<file path="src/rtl/stream_prefetch_ctrl.sv">
// Cache-side control stage for stream_buffer: serves line misses from the buffer
// or by demand fetch, then issues a sequential next-line prefetch.
module stream_prefetch_ctrl #(
  parameter int unsigned LINE_WIDTH  = 256,
  parameter int unsigned LABEL_WIDTH = 27,
  parameter bit          PREFETCH_EN = 1'b1
) (
  input  logic                   i_clk,
  input  logic                   i_rst,
  input  logic [LABEL_WIDTH-1:0] i_miss_label,
  input  logic                   i_miss_vld,
  output logic                   o_miss_rdy,
  output logic [LINE_WIDTH-1:0]  o_line_data,
  output logic [LABEL_WIDTH-1:0] o_line_label,
  output logic                   o_line_vld,
  output logic [LABEL_WIDTH-1:0] o_sb_addr,
  output logic                   o_sb_addr_rdy,
  input  logic [LABEL_WIDTH-1:0] i_sb_label,
  input  logic [LINE_WIDTH-1:0]  i_sb_data,
  input  logic                   i_sb_data_vld,
  output logic [31:0]            o_hit_cnt,
  output logic [31:0]            o_miss_cnt
);

  localparam int unsigned CNT_WIDTH = 32;

  typedef enum logic [2:0] {
    S_IDLE  = 3'd0,
    S_FETCH = 3'd1,
    S_WAIT  = 3'd2,
    S_DRAIN = 3'd3,
    S_RESP  = 3'd4
  } state_t;

  state_t                 r_state;
  logic                   r_miss_rdy;
  logic [LABEL_WIDTH-1:0] r_req_label;
  logic [LINE_WIDTH-1:0]  r_line_data;
  logic [LABEL_WIDTH-1:0] r_line_label;
  logic                   r_line_vld;
  logic [LABEL_WIDTH-1:0] r_sb_addr;
  logic                   r_sb_addr_rdy;
  logic                   r_pf_inflight;
  logic [LABEL_WIDTH-1:0] r_pf_label;
  logic [CNT_WIDTH-1:0]   r_hit_cnt;
  logic [CNT_WIDTH-1:0]   r_miss_cnt;

  logic w_accept;
  logic w_sb_hit;
  logic w_pf_match;
  logic w_pf_clear;
  logic w_wait_match;

  assign w_accept     = i_miss_vld && r_miss_rdy;
  assign w_sb_hit     = i_sb_data_vld && (i_sb_label == i_miss_label) && !r_pf_inflight;
  assign w_pf_match   = r_pf_inflight && (r_pf_label == i_miss_label);
  // The outstanding request lands; never in the cycle it is issued.
  assign w_pf_clear   = r_pf_inflight && !r_sb_addr_rdy && i_sb_data_vld &&
                        (i_sb_label == r_pf_label);
  assign w_wait_match = i_sb_data_vld && (i_sb_label == r_req_label);

  always_ff @(posedge i_clk) begin
    if (i_rst) begin
      r_state       <= S_IDLE;
      r_miss_rdy    <= 1'b1;
      r_req_label   <= '0;
      r_line_data   <= '0;
      r_line_label  <= '0;
      r_line_vld    <= 1'b0;
      r_sb_addr     <= '0;
      r_sb_addr_rdy <= 1'b0;
      r_pf_inflight <= 1'b0;
      r_pf_label    <= '0;
      r_hit_cnt     <= '0;
      r_miss_cnt    <= '0;
    end else begin
      r_line_vld    <= 1'b0;
      r_sb_addr_rdy <= 1'b0;

      if (r_sb_addr_rdy) begin
        r_pf_inflight <= 1'b1;
        r_pf_label    <= r_sb_addr;
      end else if (w_pf_clear) begin
        r_pf_inflight <= 1'b0;
      end

      case (r_state)
        S_IDLE: begin
          if (w_accept) begin
            r_req_label <= i_miss_label;
            r_miss_rdy  <= 1'b0;
            if (w_sb_hit) begin
              r_line_data  <= i_sb_data;
              r_line_label <= i_miss_label;
              r_line_vld   <= 1'b1;
              r_hit_cnt    <= r_hit_cnt + CNT_WIDTH'(1);
              if (PREFETCH_EN) begin
                r_sb_addr     <= i_miss_label + LABEL_WIDTH'(1);
                r_sb_addr_rdy <= 1'b1;
              end
              r_state <= S_RESP;
            end else if (w_pf_match) begin
              r_hit_cnt <= r_hit_cnt + CNT_WIDTH'(1);
              r_state   <= S_WAIT;
            end else if (r_pf_inflight) begin
              r_state <= S_DRAIN;
            end else begin
              r_sb_addr     <= i_miss_label;
              r_sb_addr_rdy <= 1'b1;
              r_state       <= S_FETCH;
            end
          end
        end
        // Unrelated prefetch must land (and is discarded) before our fetch goes out.
        S_DRAIN: begin
          if (!r_pf_inflight || w_pf_clear) begin
            r_sb_addr     <= r_req_label;
            r_sb_addr_rdy <= 1'b1;
            r_state       <= S_FETCH;
          end
        end
        S_FETCH: begin
          r_miss_cnt <= r_miss_cnt + CNT_WIDTH'(1);
          r_state    <= S_WAIT;
        end
        S_WAIT: begin
          if (w_wait_match) begin
            r_line_data  <= i_sb_data;
            r_line_label <= r_req_label;
            r_line_vld   <= 1'b1;
            if (PREFETCH_EN) begin
              r_sb_addr     <= r_req_label + LABEL_WIDTH'(1);
              r_sb_addr_rdy <= 1'b1;
            end
            r_state <= S_RESP;
          end
        end
        S_RESP: begin
          r_miss_rdy <= 1'b1;
          r_state    <= S_IDLE;
        end
        default: begin
          r_miss_rdy <= 1'b1;
          r_state    <= S_IDLE;
        end
      endcase
    end
  end

  assign o_miss_rdy    = r_miss_rdy;
  assign o_line_data   = r_line_data;
  assign o_line_label  = r_line_label;
  assign o_line_vld    = r_line_vld;
  assign o_sb_addr     = r_sb_addr;
  assign o_sb_addr_rdy = r_sb_addr_rdy;
  assign o_hit_cnt     = r_hit_cnt;
  assign o_miss_cnt    = r_miss_cnt;

endmodule

</file>
<file path="config.mk">
export PLATFORM = sky130hd
export DESIGN_NAME = stream_prefetch_ctrl
export DESIGN_NICKNAME = d
export VERILOG_FILES = /design/src/rtl/stream_prefetch_ctrl.sv
export SDC_FILE = /design/constraint.sdc
export NUM_CORES = 1
export LEC_CHECK = 0
export BUFFER_PORTS_ARGS = -buffer_cell sky130_fd_sc_hd__buf_2
export CORE_AREA = 2 2 266 268
export DETAILED_ROUTE_END_ITERATION = 16
export DIE_AREA = 0 0 268 270
export HOLD_SLACK_MARGIN = 0.12
export MAX_ROUTING_LAYER = met4
export PLACE_DENSITY = 0.5
export RECOVER_POWER = 100
export SLEW_MARGIN = 20
export SYNTH_ARGS = -nofsm -noshare
export SYNTH_HDL_FRONTEND = slang
export SYNTH_SLANG_ARGS = --single-unit
</file>
<file path="constraint.sdc">
create_clock -name i_clk -period 3.1 [get_ports i_clk]
set_input_delay 0.155 -clock i_clk [delete_from_list [all_inputs] [get_ports i_clk]]
set_output_delay 0.155 -clock i_clk [all_outputs]
set_load 0.005 [all_outputs]
</file>
* Word level (Yosys, flattened, before mapping)
Cells that the tools add are included.
Storage, ports and cells: bits in registers 435, logic and storage cells 91, input bits 314, output and inout port bits 377
Operators by class: reductions and logical operators 23, bitwise gates (word level) 1, muxes and demuxes 38, equality and inequality tests 13, add/subtract/negate cells 4
Operators with widths (count):
- $mux 256 | 3
- $pmux 256 s2 | 1
- $mux 27 | 9
- $eq 27x27->1 | 4
- $pmux 27 s3 | 1
- $add 32x1->32 const B | 2
- $mux 32 | 2
- $add 27x1->27 const B | 2
- $pmux 27 s2 | 1
- $mux 3 | 4
- $pmux 3 s4 | 1
- $mux 1 | 11
- $logic_and 1x1->1 | 8
- $ne 2x2->1 const B | 4
- $eq 3x2->1 const B | 2
- $ne 3x3->1 const B | 2
- $reduce_and 3->1 | 2
- $reduce_and 6->1 | 1
- $reduce_bool 2->1 | 3
- $mux 2 | 2
- $pmux 1 s2 | 2
- $reduce_and 2->1 | 2
- $reduce_and 4->1 | 1
- $eq 3x1->1 const B | 1
- 7 further kinds | 8

* Depth between registers and ports, before layout
word-level depth 7, depth in mapped cells 11, mapped depth without buffers 8

* Worst setup path before layout
No wires, ideal clock.
path type register to register, start reg r_state[1], end reg r_line_data[181], in the netlist o_line_data[181], setup slack 0.877 ns, arrival time 2.096 ns, required time 2.972 ns, setup time 0.128 ns, cell stages (with the launch flop) 12, path buffers 5, cells stage by stage dfxtp_1 buf_2 nand2b_1 clkbuf_1 nor2_1 clkbuf_1 nand3_1 a2bb2oi_4 buf_4 buf_4 mux2i_1 nor2_1
Between the ends: word-level cells in the longest chain between the ends 3, elaborated cells on any way between the ends 8, classes of those cells 4 x eq/ne; 1 x mux; 3 x reduce/logical
Ends and longest elaborated chain:
- start: declaration | line 35 | state_t r_state;
- start signal: assignment | line 64 | r_state <= S_IDLE;
- start signal: assignment | line 101 | r_state <= S_RESP;
- start signal: assignment | line 104 | r_state <= S_WAIT;
- $eq 3x2->1 or $logic_not 3->1 (tied branches) | line 87 | case (r_state)
- $ne 2x2->1 (no source line) or $reduce_bool 2->1 (tied branches)
- $reduce_and 4->1 (no source line)
- end signal: assignment | line 93 | r_line_data <= i_sb_data;
- end signal: assignment | line 128 | r_line_data <= i_sb_data;
- end: declaration | line 38 | logic [LINE_WIDTH-1:0] r_line_data;
Several ways; a longest one is shown, not always the timed one. A chain may end at the register's enable or synchronous reset.

* Worst setup path in the final report
start reg r_req_label[18], end reg r_line_data[15], in the netlist o_line_data[15]
Between the ends: word-level cells in the longest chain between the ends 4
Ends and longest elaborated chain:
- start: declaration | line 37 | logic [LABEL_WIDTH-1:0] r_req_label;
- start signal: assignment | line 90 | r_req_label <= i_miss_label;
- $eq 27x27->1 | line 60 | assign w_wait_match = i_sb_data_vld && (i_sb_label == r_req_label);
- $logic_and 1x1->1 | line 60
- $ne 2x2->1 (no source line)
- $reduce_and 4->1 (no source line)
Every way passes these cells.

==> results.sh <==
export IMPL_outcome="complete, no violations"
export IMPL_ios=691
export IMPL_grt_setup_unrepaired="false"
export IMPL_start_util=0.275
export IMPL_die_area_um2=72400
export IMPL_drive_above_1_share=0.182
export IMPL_timing_clock_skew_ns=0.0292
export IMPL_grtUsageTotal=0.214
export IMPL_cts_path_max_buffers=3
export IMPL_final_min_period_over_clock_period=0.951
export IMPL_maxCapViolCount=0
export IMPL_relSlewSlack=0.0487
export IMPL_regArea_um2=8710
export IMPL_drtPass1Iterations=5
export IMPL_cts_tree="done"
export IMPL_synth_cell_types=65
export IMPL_clk_pin_slew_ns=0.06
export IMPL_clkLatencyLatePin_ns=0.61
export IMPL_slowest_stage="nor4_2"
export IMPL_synth_avg_cell_area_um2=9.24
export IMPL_synth_area_um2=19100
export IMPL_path_common_cell="buf_12"
export IMPL_startpoint_type="flip-flop"
export IMPL_avgViaCountPerCell=4.74
export IMPL_leakagePower_uw=0.0104
export IMPL_antenna_found_initial=4
export IMPL_cts_made_buffers=51
export IMPL_drtIter0Drc=1130
export IMPL_drc_errors=0
export IMPL_grt_pass1_vias=19000
export IMPL_ant_nets=0
export IMPL_crit_buf_inv=2
export IMPL_grt_max_degree=212
export IMPL_crit_cells=9
export IMPL_synth_cells=2070
export IMPL_critPathRequiredTime_ns=3.52
export IMPL_place_gp_congestion=0.929
export IMPL_slew_viol_final=0
export IMPL_cts_sinks=435
export IMPL_num_rows=97
export IMPL_synth_edff_count=0
export IMPL_crit_family="simple AND/OR/NAND/NOR gates"
export IMPL_ir_worst_vdd_mv=0.355
export IMPL_h_tree_depth=2
export IMPL_ys_warn_count=0
export IMPL_multi_input_area_um2=9460
export IMPL_cpPeakStageDelay_ns=0.51
export IMPL_max_freq_mhz=339
export IMPL_end_kind="flip-flop"
export IMPL_crit_chain="xnor2_1 -> nand4_1 -> nor4_2 -> nand3_1 -> a2bb2oi_4 -> buf_12 -> buf_12 -> mux2i_1 -> nor2_1"
export IMPL_crit_fanout=46
export IMPL_whs_path_depth=7
export IMPL_die_h_um=270
export IMPL_vias=19000
export IMPL_arrival_ns=3.37
export IMPL_dp_hpwl_mm=57.6
export IMPL_power_density_nw_per_um2=524
export IMPL_yosys_most_used_dff="dfxtp_1"
export IMPL_syn_num_nets=2388
export IMPL_layout_nets=3335
export IMPL_setup_tns_ns=0
export IMPL_min_period_ns=2.95
export IMPL_worst_slew_pin_transition_ns=1.43
export IMPL_wl_mm=78.0
export IMPL_fill_cells=7097
export IMPL_setup_viol=0
export IMPL_wl_per_cell_um=19.5
export IMPL_dieWidth_um=268
export IMPL_hp_class="input port to flip-flop"
export IMPL_cts_root_buf="clkbuf_16"
export IMPL_grt_overflow_total=0
export IMPL_hold_viol_final=0
export IMPL_syn2layout_area_growth_pct=44.9
export IMPL_portBuffers=690
export IMPL_core_area_um2=69500
export IMPL_async_reset_ff_frac=0
export IMPL_grt_pass1_wl_mm=116
export IMPL_path_class="flip-flop to flip-flop"
export IMPL_ys_seq_elements=435
export IMPL_worst_hold_slack_ns=0.308
export IMPL_r2r_cells=9
export IMPL_ys_seq_area_frac=0.455
[layer usage]
layer	wire, um	GRT usage	up-vias	share of wire
li1	-	-	9004	-
met1	30600	0.240	9103	0.39
met2	40100	0.378	704	0.51
met3	4600	0.0387	143	0.059
met4	2800	0.0769	0	0.036
met5	0	-	-	0
[logic make-up after synthesis]
family / count (synthesis) / share of synthesized area
buf+inv: 177 / 0.0493
mux: 288 / 0.151
flops: 435 / 0.455
xor+xnor: 180 / 0.0824
fa+ha+maj: 4 / 0.00262
simple gates: 778 / 0.188
compound gates: 208 / 0.0716
[cell type report]
type                    count  area share
clock buffers              74      0.0564
flip-flops and latches    435       0.314
clock inverters            16     0.00650
well taps                 940      0.0424
repair buffers           1051       0.236
multi-input cells        1458       0.341
diodes                      4    0.000361
inverters                  20     0.00271
[synth_stat cells (7+ instances only)]
library cell,n,area [um^2]
buf_6,28,315
o21ai_0,58,290
nor3_1,17,85.1
dfxtp_1,435,8710
buf_2,33,165
or4_1,7,52.6
nor4_2,7,87.6
nand2_1,158,593
clkbuf_1,86,323
mux2i_1,288,2880
nor4_1,14,87.6
nand3_1,42,210
nand4_1,50,313
a21oi_1,62,310
and3_1,22,138
o31ai_1,10,75.1
a311oi_1,32,280
xor2_1,57,499
and4_1,12,105
buf_4,7,52.6
inv_1,20,75.1
or3_1,23,144
xnor2_1,123,1080
a32o_1,9,90.1
nor2_1,388,1460
[state kept, by name, summed over array words and instances (netlist names)]
name	cells
o_line_data	256
o_hit_cnt	32
o_miss_cnt	32
o_line_label	27
o_sb_addr	27
r_pf_label	27
r_req_label	27
r_state	3
o_line_vld	1
o_miss_rdy	1
o_sb_addr_rdy	1
r_pf_inflight	1
[timing repair]
| action | in CTS | in global routing |
|---|---|---|
| gates resized for setup | 0 | 0 |
| endpoints found under the hold margin | 324 | 0 |
| hold buffers | 285 | 0 |
| setup buffers | 0 | 0 |
[stage by stage]
stage	instances	util	worst slack (ns)	power [uW]	cell area, um^2
6_report	3998	0.399	0.152	14500	27700
5_1_grt	3998	0.399	0.0144	15100	27700
3_3_place_gp	3619	0.339	0.285	8130	23600
2_1_floorplan	2070	-	0.877	7230	19100
3_5_place_dp	3619	0.339	0.212	8150	23600
4_1_cts	3994	0.405	0.197	14800	28200
[cell usage in the layout (no fill, tap or decap), types with 32 or more instances in the layout]
cell type / synthesis / routed
a21oi_1: 62 / 62
a311oi_1: 32 / 32
buf_2: 33 / 382
buf_4: 7 / 50
clkbuf_1: 86 / 319
clkbuf_16: 0 / 52
dfxtp_1: 435 / 435
dlygate4sd3_1: 0 / 285
mux2i_1: 288 / 288
nand2_1: 158 / 158
nand3_1: 42 / 42
nand4_1: 50 / 50
nor2_1: 388 / 387
o21ai_0: 58 / 59
xnor2_1: 123 / 123
xor2_1: 57 / 57
[worst register-to-register path, stage by stage, from the launching register on]
cell and delay (ns):
dfxtp_1 0.38, xnor2_1 0.34, nand4_1 0.15, nor4_2 0.51, nand3_1 0.20, a2bb2oi_4 0.25
buf_12 0.21, buf_12 0.32, mux2i_1 0.35, nor2_1 0.07
[worst paths after layout]
kind | slack [ns] | startpoint | end
setup reg to reg | 0.15 | r_req_label[18] | o_line_data[15]
hold reg to reg | 0.47 | o_sb_addr[23] | o_sb_addr[23]
setup / recovery | 0.15 | r_req_label[18] | o_line_data[15]
hold / removal | 0.31 | i_sb_label[5] | r_pf_inflight
[report_power, final]
part           internal, uW  leakage, uW  switching, uW
Clock                  3730     0.000869           2510
Combinational          1010      0.00598           1210
Sequential             5850      0.00352            204
Total                 10600       0.0104           3920
Power figures use the tool's default switching activity.
